### config.mk
export PLATFORM = sky130hd
export DESIGN_NAME = maxpool_layer_ctrl
export DESIGN_NICKNAME = d
export VERILOG_FILES = /design/src/rtl/maxpool_layer_ctrl.sv
export SDC_FILE = /design/constraint.sdc
export NUM_CORES = 1
export LEC_CHECK = 0
export ABC_CLOCK_PERIOD_IN_PS = 1650
export CORE_UTILIZATION = 31
export CTS_CLUSTER_SIZE = 40
export DETAILED_ROUTE_END_ITERATION = 10
export PLACE_DENSITY_LB_ADDON = 0.25
export SETUP_SLACK_MARGIN = 0.3
export SLEW_MARGIN = 40
export SYNTH_ARGS = -nofsm -noshare
export SYNTH_HDL_FRONTEND = slang
export SYNTH_SLANG_ARGS = --single-unit
### constraint.sdc
create_clock -name i_clk -period 1.65 [get_ports i_clk]
set_input_delay 0.2475 -clock i_clk [delete_from_list [all_inputs] [get_ports i_clk]]
set_output_delay 0.2475 -clock i_clk [all_outputs]
set_load 0.05 [all_outputs]
### src/rtl/maxpool_layer_ctrl.sv
// Per-layer sequencer in front of the 2x2 maxpool engine: config handshake, gated stream, tag, last flag.
// Optional stall counter built only when MAXPOOL_LAYER_CTRL_PERF_EN is defined.
module maxpool_layer_ctrl #(
    parameter int MEMBERS       = 8,
    parameter int KERNEL_W_MAX  = 3,
    parameter int BITS_KERNEL_H = 2,
    parameter int BITS_BLOCKS   = 16,
    parameter int TUSER_WIDTH   = 4,
    parameter int I_IS_NOT_MAX  = 0,
    parameter int I_IS_MAX      = 1,
    parameter int I_KERNEL_H_1  = 2,
    parameter int DRAIN_CYCLES  = 3
) (
    input  logic                     i_clk,
    input  logic                     i_reset,
    input  logic                     i_clken,
    input  logic                     i_cfg_valid,
    output logic                     o_cfg_ready,
    input  logic                     i_cfg_is_max,
    input  logic                     i_cfg_is_not_max,
    input  logic [BITS_KERNEL_H-1:0] i_cfg_kernel_h_1,
    input  logic [BITS_BLOCKS-1:0]   i_cfg_blocks_1,
    output logic                     o_cfg_err,
    input  logic                     i_s_valid,
    output logic                     o_s_ready,
    output logic                     o_m_valid,
    input  logic                     i_m_ready,
    output logic [TUSER_WIDTH-1:0]   o_m_user,
    output logic                     o_m_last_in,
    output logic                     o_busy,
    output logic [31:0]              o_perf_stall
);

    localparam int BEATS_MAX = KERNEL_W_MAX * MEMBERS;
    localparam int BEAT_W    = (BEATS_MAX > 1) ? $clog2(BEATS_MAX) : 1;
    localparam int DRAIN_W   = $clog2(DRAIN_CYCLES + 1);

    localparam logic [BEAT_W-1:0]      BEAT_ONE  = BEAT_W'(1);
    localparam logic [BITS_BLOCKS-1:0] BLK_ONE   = BITS_BLOCKS'(1);
    localparam logic [DRAIN_W-1:0]     DRAIN_ONE = DRAIN_W'(1);
    localparam logic [BEAT_W-1:0]      LAST_BEAT_TALL = BEAT_W'(MEMBERS - 1);
    localparam logic [BEAT_W-1:0]      LAST_BEAT_FLAT = BEAT_W'(BEATS_MAX - 1);
    localparam logic [DRAIN_W-1:0]     LAST_DRAIN     = DRAIN_W'(DRAIN_CYCLES - 1);

    typedef enum logic [1:0] {
        S_IDLE,
        S_RUN,
        S_DRAIN
    } state_t;

    state_t r_state;
    state_t w_state_next;

    logic [BEAT_W-1:0]        r_beat_cnt;
    logic [BITS_BLOCKS-1:0]   r_block_cnt;
    logic [DRAIN_W-1:0]       r_drain_cnt;
    logic [BITS_BLOCKS-1:0]   r_blocks_1;
    logic [BITS_KERNEL_H-1:0] r_kernel_h_1;
    logic [TUSER_WIDTH-1:0]   r_m_user;
    logic                     r_cfg_err;

    logic                     w_cfg_hs;
    logic                     w_cfg_legal;
    logic                     w_accept;
    logic                     w_beat_hs;
    logic                     w_beat_wrap;
    logic                     w_layer_last;
    logic                     w_drain_done;
    logic [BEAT_W-1:0]        w_last_beat;
    logic [TUSER_WIDTH-1:0]   w_cfg_user;

    // Illegal configs are still handshaken so upstream never stalls on them.
    assign w_cfg_hs    = i_cfg_valid && (r_state == S_IDLE);
    assign w_cfg_legal = (i_cfg_is_max || i_cfg_is_not_max)
                      && !(i_cfg_is_max && (i_cfg_kernel_h_1 == '0))
                      && !(i_cfg_is_max && !i_cfg_blocks_1[0]);
    assign w_accept    = w_cfg_hs && w_cfg_legal;

    assign w_beat_hs    = i_s_valid && i_m_ready && (r_state == S_RUN);
    assign w_last_beat  = (r_kernel_h_1 != '0) ? LAST_BEAT_TALL : LAST_BEAT_FLAT;
    assign w_beat_wrap  = (r_beat_cnt == w_last_beat);
    assign w_layer_last = w_beat_wrap && (r_block_cnt == r_blocks_1);
    assign w_drain_done = (r_drain_cnt == LAST_DRAIN);

    always_comb begin
        w_cfg_user = '0;
        w_cfg_user[I_IS_NOT_MAX] = i_cfg_is_not_max;
        w_cfg_user[I_IS_MAX]     = i_cfg_is_max;
        w_cfg_user[I_KERNEL_H_1 +: BITS_KERNEL_H] = i_cfg_kernel_h_1;
    end

    // NOTE: sequential state uses non-blocking assignments so every register samples pre-edge values.
    always_ff @(posedge i_clk) begin
        if (i_reset) begin
            r_state <= S_IDLE;
        end else if (i_clken) begin
            r_state <= w_state_next;
        end
    end

    // NOTE: every output of this block gets a default first, so no path can infer a latch.
    always_comb begin
        w_state_next = r_state;
        o_cfg_ready  = 1'b0;
        o_busy       = 1'b1;
        o_s_ready    = 1'b0;
        o_m_valid    = 1'b0;
        o_m_last_in  = 1'b0;
        unique case (r_state)
            S_IDLE: begin
                o_cfg_ready = 1'b1;
                o_busy      = 1'b0;
                if (w_accept) w_state_next = S_RUN;
            end
            S_RUN: begin
                o_s_ready   = i_m_ready;
                o_m_valid   = i_s_valid;
                o_m_last_in = w_layer_last;
                if (w_beat_hs && w_layer_last) w_state_next = S_DRAIN;
            end
            S_DRAIN: begin
                if (w_drain_done) w_state_next = S_IDLE;
            end
            default: w_state_next = S_IDLE;
        endcase
    end

    always_ff @(posedge i_clk) begin
        if (i_reset) begin
            r_beat_cnt   <= '0;
            r_block_cnt  <= '0;
            r_drain_cnt  <= '0;
            r_blocks_1   <= '0;
            r_kernel_h_1 <= '0;
            r_m_user     <= '0;
            r_cfg_err    <= 1'b0;
        end else if (i_clken) begin
            r_cfg_err <= w_cfg_hs && !w_cfg_legal;
            if (w_accept) begin
                r_blocks_1   <= i_cfg_blocks_1;
                r_kernel_h_1 <= i_cfg_kernel_h_1;
                r_m_user     <= w_cfg_user;
                r_beat_cnt   <= '0;
                r_block_cnt  <= '0;
            end else if (w_beat_hs) begin
                if (w_layer_last) begin
                    r_beat_cnt  <= '0;
                    r_block_cnt <= '0;
                end else if (w_beat_wrap) begin
                    r_beat_cnt  <= '0;
                    r_block_cnt <= r_block_cnt + BLK_ONE;
                end else begin
                    r_beat_cnt  <= r_beat_cnt + BEAT_ONE;
                end
            end
            r_drain_cnt <= (r_state == S_DRAIN) ? r_drain_cnt + DRAIN_ONE : '0;
        end
    end

    assign o_m_user  = r_m_user;
    assign o_cfg_err = r_cfg_err;

`ifdef MAXPOOL_LAYER_CTRL_PERF_EN
    logic [31:0] r_perf_stall;

    always_ff @(posedge i_clk) begin
        if (i_reset) begin
            r_perf_stall <= '0;
        end else if (i_clken) begin
            if (w_accept) begin
                r_perf_stall <= '0;
            end else if ((r_state == S_RUN) && i_s_valid && !i_m_ready && (r_perf_stall != '1)) begin
                r_perf_stall <= r_perf_stall + 32'd1;
            end
        end
    end

    assign o_perf_stall = r_perf_stall;
`else
    assign o_perf_stall = '0;
`endif

endmodule

==> results of run 1 <==
## how the worst max path moves through the flow
stage | startpoint | end | slack, ps | depth (start not counted)
2_1_floorplan | r_kernel_h_1[0]$_SDFFE_PP0P_ | r_block_cnt[15]$_SDFFE_PP0P_ | 100 | 7
3_3_place_gp | i_cfg_kernel_h_1[1] | r_block_cnt[14]$_SDFFE_PP0P_ | -330 | 9
3_5_place_dp | i_cfg_kernel_h_1[1] | r_block_cnt[15]$_SDFFE_PP0P_ | -350 | 7
4_1_cts | r_blocks_1[5]$_SDFFE_PP0P_ | o_m_last_in | -340 | 6
5_1_grt | r_blocks_1[0]$_SDFFE_PP0P_ | o_m_last_in | -450 | 6
6_report | r_blocks_1[0]$_SDFFE_PP0P_ | o_m_last_in | -370 | 6
## sequential cells by signal, indices dropped and copies added, names as in the netlist
name,flops
o_cfg_err,1
o_m_user,2
r_beat_cnt,5
r_block_cnt,16
r_blocks_1,16
r_drain_cnt,2
r_kernel_h_1,2
r_state,2
## final cells by class
| cell class | count | area (um^2) | share of cell area (%) |
|---|---|---|---|
| clock buffer | 5 | 68.82 | 1.628 |
| clock inverter | 3 | 22.52 | 0.5329 |
| inverter | 7 | 28.78 | 0.6809 |
| multi-input combinational | 243 | 1829 | 43.28 |
| sequential | 46 | 962.2 | 22.76 |
| tap | 99 | 123.9 | 2.931 |
| timing repair buffer | 105 | 1191 | 28.18 |
## tightest hold or removal path: stages
cell and delay, ps:
sky130_fd_sc_hd__dlygate4sd2_1 270, sky130_fd_sc_hd__nand2_4 60, sky130_fd_sc_hd__a21oi_2 40
## Yosys cell counts (5+ instances only)
cell type	number	area share [%]
sky130_fd_sc_hd__clkbuf_1	7	1.1
sky130_fd_sc_hd__o21ai_0	5	1.0
sky130_fd_sc_hd__nor2_1	27	4.2
sky130_fd_sc_hd__inv_1	7	1.1
sky130_fd_sc_hd__nand3_1	12	2.5
sky130_fd_sc_hd__nand2_1	54	8.3
sky130_fd_sc_hd__dfxtp_1	46	38
sky130_fd_sc_hd__a21oi_1	32	6.6
sky130_fd_sc_hd__nand4_1	11	2.8
sky130_fd_sc_hd__xnor2_1	20	7.2
sky130_fd_sc_hd__buf_4	34	10
sky130_fd_sc_hd__xor2_1	11	4.0
## routing by layer
| metal | vias up | part of all wire (%) | wire length [um] |
|---|---|---|---|
| met5 | - | 0 | 0 |
| met1 | 1111 | 44 | 3082 |
| met4 | 0 | 1.8 | 129 |
| met3 | 11 | 3.5 | 246 |
| li1 | 1160 | - | - |
| met2 | 72 | 51 | 3620 |
## through the flow
step	setup TNS, ps	cell area, um^2	hold slack, ps	cells	utilization, %
floorplan	0	2638	373.1	337	-
global placement	-8757	3211	451.4	472	43.34
detailed placement	-10180	3211	453.9	472	43.34
CTS	-3463	3945	331.8	501	53.25
global route	-5828	4227	336.5	508	57.05
finish	-4137	4227	344.7	508	57.05
## cells by family after synthesis
kind of cell / Yosys count / synth area share [%]
adders and majority gates: 3 / 1.544
DFF: 46 / 37.88
xor gates and xnor gates: 31 / 11.17
and+or+nand+nor: 132 / 25.79
AOI/OAI and AO/OA: 45 / 10.81
buffers and inverters: 48 / 12.66
other: 1 / 0.1543
## power breakdown
group | switching [mW] | leakage, nW | internal [mW]
combinational | 0.440 | 1.29 | 0.319
clock | 0.438 | 0.0451 | 0.305
sequential | 0.0246 | 0.385 | 1.13
## timing repair
| action | in CTS | in global routing |
|---|---|---|
| cloned | 6 | 1 |
| gates resized for setup | 108 | 50 |
| pin swaps | 54 | 29 |
| setup endpoints to repair | 48 | 47 |
| endpoints found under the hold margin | 0 | 0 |
| buffers inserted | 15 | 6 |
==> impl_metrics.toml, run 1 <==
[setup_path]
worst-r2r-cell-count = 9
critPathArrivalTime_ps = 1780
timing.critical_path.slowest_cell_delay_ps = 410
crit_type = "reg2out"
critical_path.endpoint_type = "output port"
crit_chain = "xnor2_1 > nand4_1 > nor4_4 > nand2_2 > nor2_4 > buf_12"
start_kind = "register"
critPathBufInv = 1
required_time_of_the_critical_path_ps = 1400
crit_family = "simple AND/OR/NAND/NOR gates"
critPathMaxFanout = 2
worstReg2RegStart = "r_blocks_1[0]$_SDFFE_PP0P_"
cp_slowest_cell = "sky130_fd_sc_hd__dfxtp_1"
critical_path.reg2reg.endpoint = "r_block_cnt[11]$_SDFFE_PP0P_"
r2r_slack_ps = -270

[min_path]
whs_endpoint = "o_m_user[1]$_SDFFE_PP0P_"
hp-class = "in2reg"
min_delay_src = "i_cfg_is_max"
hold_depth = 3

[clocking]
cts_hold_buf = 0
clock_tree.buffer_depth = 2
clkTransAtPathRegs_ps = 100
cts_buffers = 5
cts_tree = "yes"
clk_lat_worst_skew_ps = 310
clock-root-buffer = "sky130_fd_sc_hd__clkbuf_8"
cts.htree.levels = 2
clkSinkCount = 46

[global_routing]
global_route.usage.total_pct = 16.35
globalRouteMet1Util_pct = 21.18
gr-usage-met2_pct = 27.84
vias_in_the_first_global_route = 2193
grt_start_max_net_pins = 22
antenna_found_initial = 0
gr-max-usage-layer = "met2"
grt-ovfl-total = 0
grt_first_pass_wirelength_mm = 10.77
groute.layer.met3.usage_pct = 2.609

[logic_synthesis]
synth.cell_area_mm2 = 0.002431
postSynthCellCount = 306
synth-warning-count = 0
synth_enable_flop_cells = 0
yosysSeqAreaShare_pct = 37.88
synth_area_per_cell_um2 = 7.945
synth_top_flop_cell = "sky130_fd_sc_hd__dfxtp_1"
flop_and_latch_count_out_of_synthesis = 46
count_of_distinct_cell_types_in_the_synthesized_netlist = 35
synthArstFlopShare_pct = 0

[detailed_routing]
detail_route.first_pass.iterations = 4
post_drt_wl_per_cell_um = 13.94
starting_drc_count_in_detailed_routing = 98
detail_route.vias_per_cell = 4.634
wl_mm = 7.080
count_of_unresolved_drc_violations_after_routing = 0
final_antenna_net_count = 0
routed-via-count = 2354

[floorplan]
core_region_area_mm2 = 0.007408
floorplan.initialDensity_pct = 32.82
die-width_um = 90.56
io-pin-count = 68
die_height_um = 90.56
die_area_mm2 = 0.008200
placement_rows = 31

[place]
port_buffers = 35
place_hpwl_mm = 4.116
preCtsSetupSlack_ps = -350.9
globalplace.congestion = 0.7846

[final_layout]
layout.cells.most_common_list = "sky130_fd_sc_hd__buf_4, sky130_fd_sc_hd__conb_1, sky130_fd_sc_hd__a21oi_2"
mostFrequentLayoutCell = "sky130_fd_sc_hd__buf_4"
fillCellCount = 616
areaGrowthSynthToFinish_pct = 73.85
nets = 437
share_of_layout_cells_above_drive_strength_1_pct = 51.34
antennaDiodeCount = 0

[power_and_ir_drop]
vdd.ir_drop.worst_mv = 0.3617
power_per_cell_area_mw_per_mm2 = 628.7
p_total_mw = 2.657
leakage_nw = 1.718

[status]
outcome = "complete, but fails checks"
violations = "setup timing"

[sta]
final.setup_skew_ps = 11.66
max_freq_mhz = 494.2
final_min_period_over_clock_period_pct = 122.6
report.final.setup_viol = 20
layout_setup_ws_ps = -373.6
finalWorstPathRequiredPeriod_ps = 2024
report.final.slew_viol_count = 0
unrepaired_setup_endpoints_after_global_routing = "true"
hold_violations = 0

[job]
max-cap-violations = 0
No activity file was read; power rests on OpenSTA's default activity.
==> run 2: changes to the inputs <==
Settings changed: GPL_TIMING_DRIVEN set to 0.
==> run 2 against run 1 <==
  * The run still ends with setup timing left
  * Cell count down 3.5%
  * Clock power is 0.9% lower
  * Worst hold slack worse by 11 ps
  * Die area stayed put
  * Global-route usage shrank 2.9 points
  * Clock skew grew 3.4 ps
  * Sequential power is essentially flat
  * Critical path depth did not move
  * Design area fell by 15%
  * Utilization shrank 8.8 points
  * Largest power group unchanged
==> impl_metrics.toml, run 2 (synthesis results as in run 1) <==
[status]
outcome = "complete, but fails checks"
violations = "setup timing"

[setup_path]
crit_type = "reg2out"
start_kind = "register"
critPathMaxFanout = 5
worstReg2RegStart = "r_block_cnt[6]$_SDFFE_PP0P_"
required_time_of_the_critical_path_ps = 1400
critical_path.reg2reg.endpoint = "r_block_cnt[7]$_SDFFE_PP0P_"
critical_path.endpoint_type = "output port"
worst-r2r-cell-count = 8
r2r_slack_ps = -200
critPathArrivalTime_ps = 1730

[power_and_ir_drop]
fraction_of_power_spent_switching_nets_pct = 32.64
power_per_cell_area_mw_per_mm2 = 702.4
vdd.ir_drop.worst_mv = 0.2999
seq_power_share_pct = 45.9
comb_pwr_share_pct = 24.8
share_of_power_burned_in_the_clock_network_pct = 29.3
power.switching_mw = 0.8195
intPower_mw = 1.691
leakage_nw = 1.403

[floorplan]
io-pin-count = 68
floorplan.initialDensity_pct = 32.82
die_area_mm2 = 0.008200
die-width_um = 90.56
placement_rows = 31
core_region_area_mm2 = 0.007408
die_height_um = 90.56

[sta]
report.final.setup_viol = 16
report.final.slew_viol_count = 0
least_margin_pin_slew_ps = 664.7
final.setup_skew_ps = 15.05
unrepaired_setup_endpoints_after_global_routing = "true"
max_freq_mhz = 505.3
fin_worst_hold_slack_ps = 334.0
totalNegativeSetupSlack_ps = -2977
hold_violations = 0
layout_setup_ws_ps = -329.1
final_min_period_over_clock_period_pct = 119.9
finalWorstPathRequiredPeriod_ps = 1979
maxSlewHeadroom_pct = 55.69

[clocking]
cts_buffers = 5
clkSinkCount = 46
clock-root-buffer = "sky130_fd_sc_hd__clkbuf_8"
clock_tree.buffer_depth = 2
clk_lat_worst_skew_ps = 310
clkTransAtPathRegs_ps = 90
cts.htree.levels = 2
cts_tree = "yes"

[global_routing]
vias_in_the_first_global_route = 1899
grt_first_pass_wirelength_mm = 9.039
global_route.usage.total_pct = 13.50
antenna_found_initial = 0
grt_start_max_net_pins = 18
grt-ovfl-total = 0

[min_path]
min_delay_src = "i_cfg_blocks_1[0]"
hp-class = "in2reg"
hold_depth = 3
whs_endpoint = "r_blocks_1[0]$_SDFFE_PP0P_"

[final_layout]
layout.cells.most_common_list = "sky130_fd_sc_hd__buf_4, sky130_fd_sc_hd__nand2_1, sky130_fd_sc_hd__conb_1"
antennaDiodeCount = 0
mostFrequentLayoutCell = "sky130_fd_sc_hd__buf_4"
sequential_cell_area_um2 = 958.4
share_of_layout_cells_above_drive_strength_1_pct = 36.57
largest_registers = "r_block_cnt: 16 flops, r_blocks_1: 16 flops, r_beat_cnt: 5 flops"
nets = 419
fillCellCount = 681
total_area_of_multi_input_combinational_cells_mm2 = 0.001564
areaGrowthSynthToFinish_pct = 47.04

[detailed_routing]
post_drt_wl_per_cell_um = 11.27
detail_route.first_pass.iterations = 4
routed-via-count = 2151
starting_drc_count_in_detailed_routing = 100
wl_mm = 5.520
detail_route.vias_per_cell = 4.390
count_of_unresolved_drc_violations_after_routing = 0
final_antenna_net_count = 0

[job]
max-cap-violations = 0

[place]
globalplace.congestion = 0.7968
port_buffers = 35
place_hpwl_mm = 4.065
[run 2: cell types whose count changed in the layout (fill, tap and decap cells not counted), sizes merged]
cell           previous run  this run
inv                       9        10
buf                      79        53
clkdlybuf4s15             0         5
dlymetal6s2s              1         0
dlygate4sd2               6         7
clkinvlp                  1         0
clkbuf                    6         9
[run 2: power groups by stage]
| stage | combinational [mW] | sequential, mW | clock, mW |
|---|---|---|---|
| 2_1_floorplan | 0.383 | 1.19 | 0 |
| 3_3_place_gp | 0.517 | 1.18 | 0 |
| 3_5_place_dp | 0.520 | 1.18 | 0 |
| 4_1_cts | 0.582 | 1.15 | 0.757 |
| 5_1_grt | 0.660 | 1.16 | 0.811 |
| 6_report | 0.622 | 1.15 | 0.736 |
[run 2: area by class of cell]
cell class | count | share of cell area, %
Timing Repair Buffer | 46 | 13.30
Inverter | 7 | 0.8050
Sequential cell | 46 | 26.81
Tap cell | 99 | 3.465
Buffer | 41 | 9.205
Clock inverter | 3 | 0.7350
Clock buffer | 5 | 1.925
Multi-Input combinational cell | 243 | 43.75
[run 2: worst max path at each step]
stage / endpoint / slack, ps / cells past startpoint / startpoint
4_1_cts: o_m_last_in / -350 / 6 / r_blocks_1[1]$_SDFFE_PP0P_
3_3_place_gp: o_m_last_in / -770 / 6 / r_blocks_1[8]$_SDFFE_PP0P_
2_1_floorplan: r_block_cnt[15]$_SDFFE_PP0P_ / 100 / 7 / r_kernel_h_1[0]$_SDFFE_PP0P_
6_report: o_m_last_in / -330 / 6 / r_block_cnt[6]$_SDFFE_PP0P_
3_5_place_dp: o_m_last_in / -780 / 6 / r_block_cnt[11]$_SDFFE_PP0P_
5_1_grt: o_m_last_in / -420 / 6 / r_block_cnt[8]$_SDFFE_PP0P_
[run 2: stage by stage]
step / total power, mW / cells / worst slack, ps / util [%] / area [um^2]
2_1_floorplan: 1.573 / 337 / 99.22 / - / 2638
3_3_place_gp: 1.696 / 471 / -774.9 / 42.00 / 3112
3_5_place_dp: 1.700 / 471 / -780.1 / 42.00 / 3112
4_1_cts: 2.491 / 486 / -351.0 / 45.96 / 3405
5_1_grt: 2.627 / 490 / -416.7 / 48.25 / 3575
6_report: 2.511 / 490 / -329.1 / 48.25 / 3575
[run 2: routing by layer]
metal | vias to the layer above | global-route usage, % | wire length (um) | share of wire [%]
li1 | 1128 | - | - | -
met3 | 7 | 2.525 | 208 | 3.8
met4 | 0 | 5.376 | 74 | 1.3
met2 | 54 | 21.40 | 2550 | 46
met1 | 962 | 17.98 | 2686 | 49
met5 | - | 0 | 0 | 0
[run 2: timing repair]
action	4_1_cts	5_1_grt
hold buffers	0	0
gates cloned	0	1
resized for setup	95	48
pin swaps	17	6
buffers inserted	7	3
setup endpoints to repair	53	48
[run 2: critical path, cell delays in order, from the launching register on]
cell                      delay (ps)
sky130_fd_sc_hd__dfxtp_2         390
sky130_fd_sc_hd__xnor2_1         130
sky130_fd_sc_hd__nand4_1         160
sky130_fd_sc_hd__nor4_4          380
sky130_fd_sc_hd__nand2_2         110
sky130_fd_sc_hd__nor2_4          100
sky130_fd_sc_hd__buf_8           150
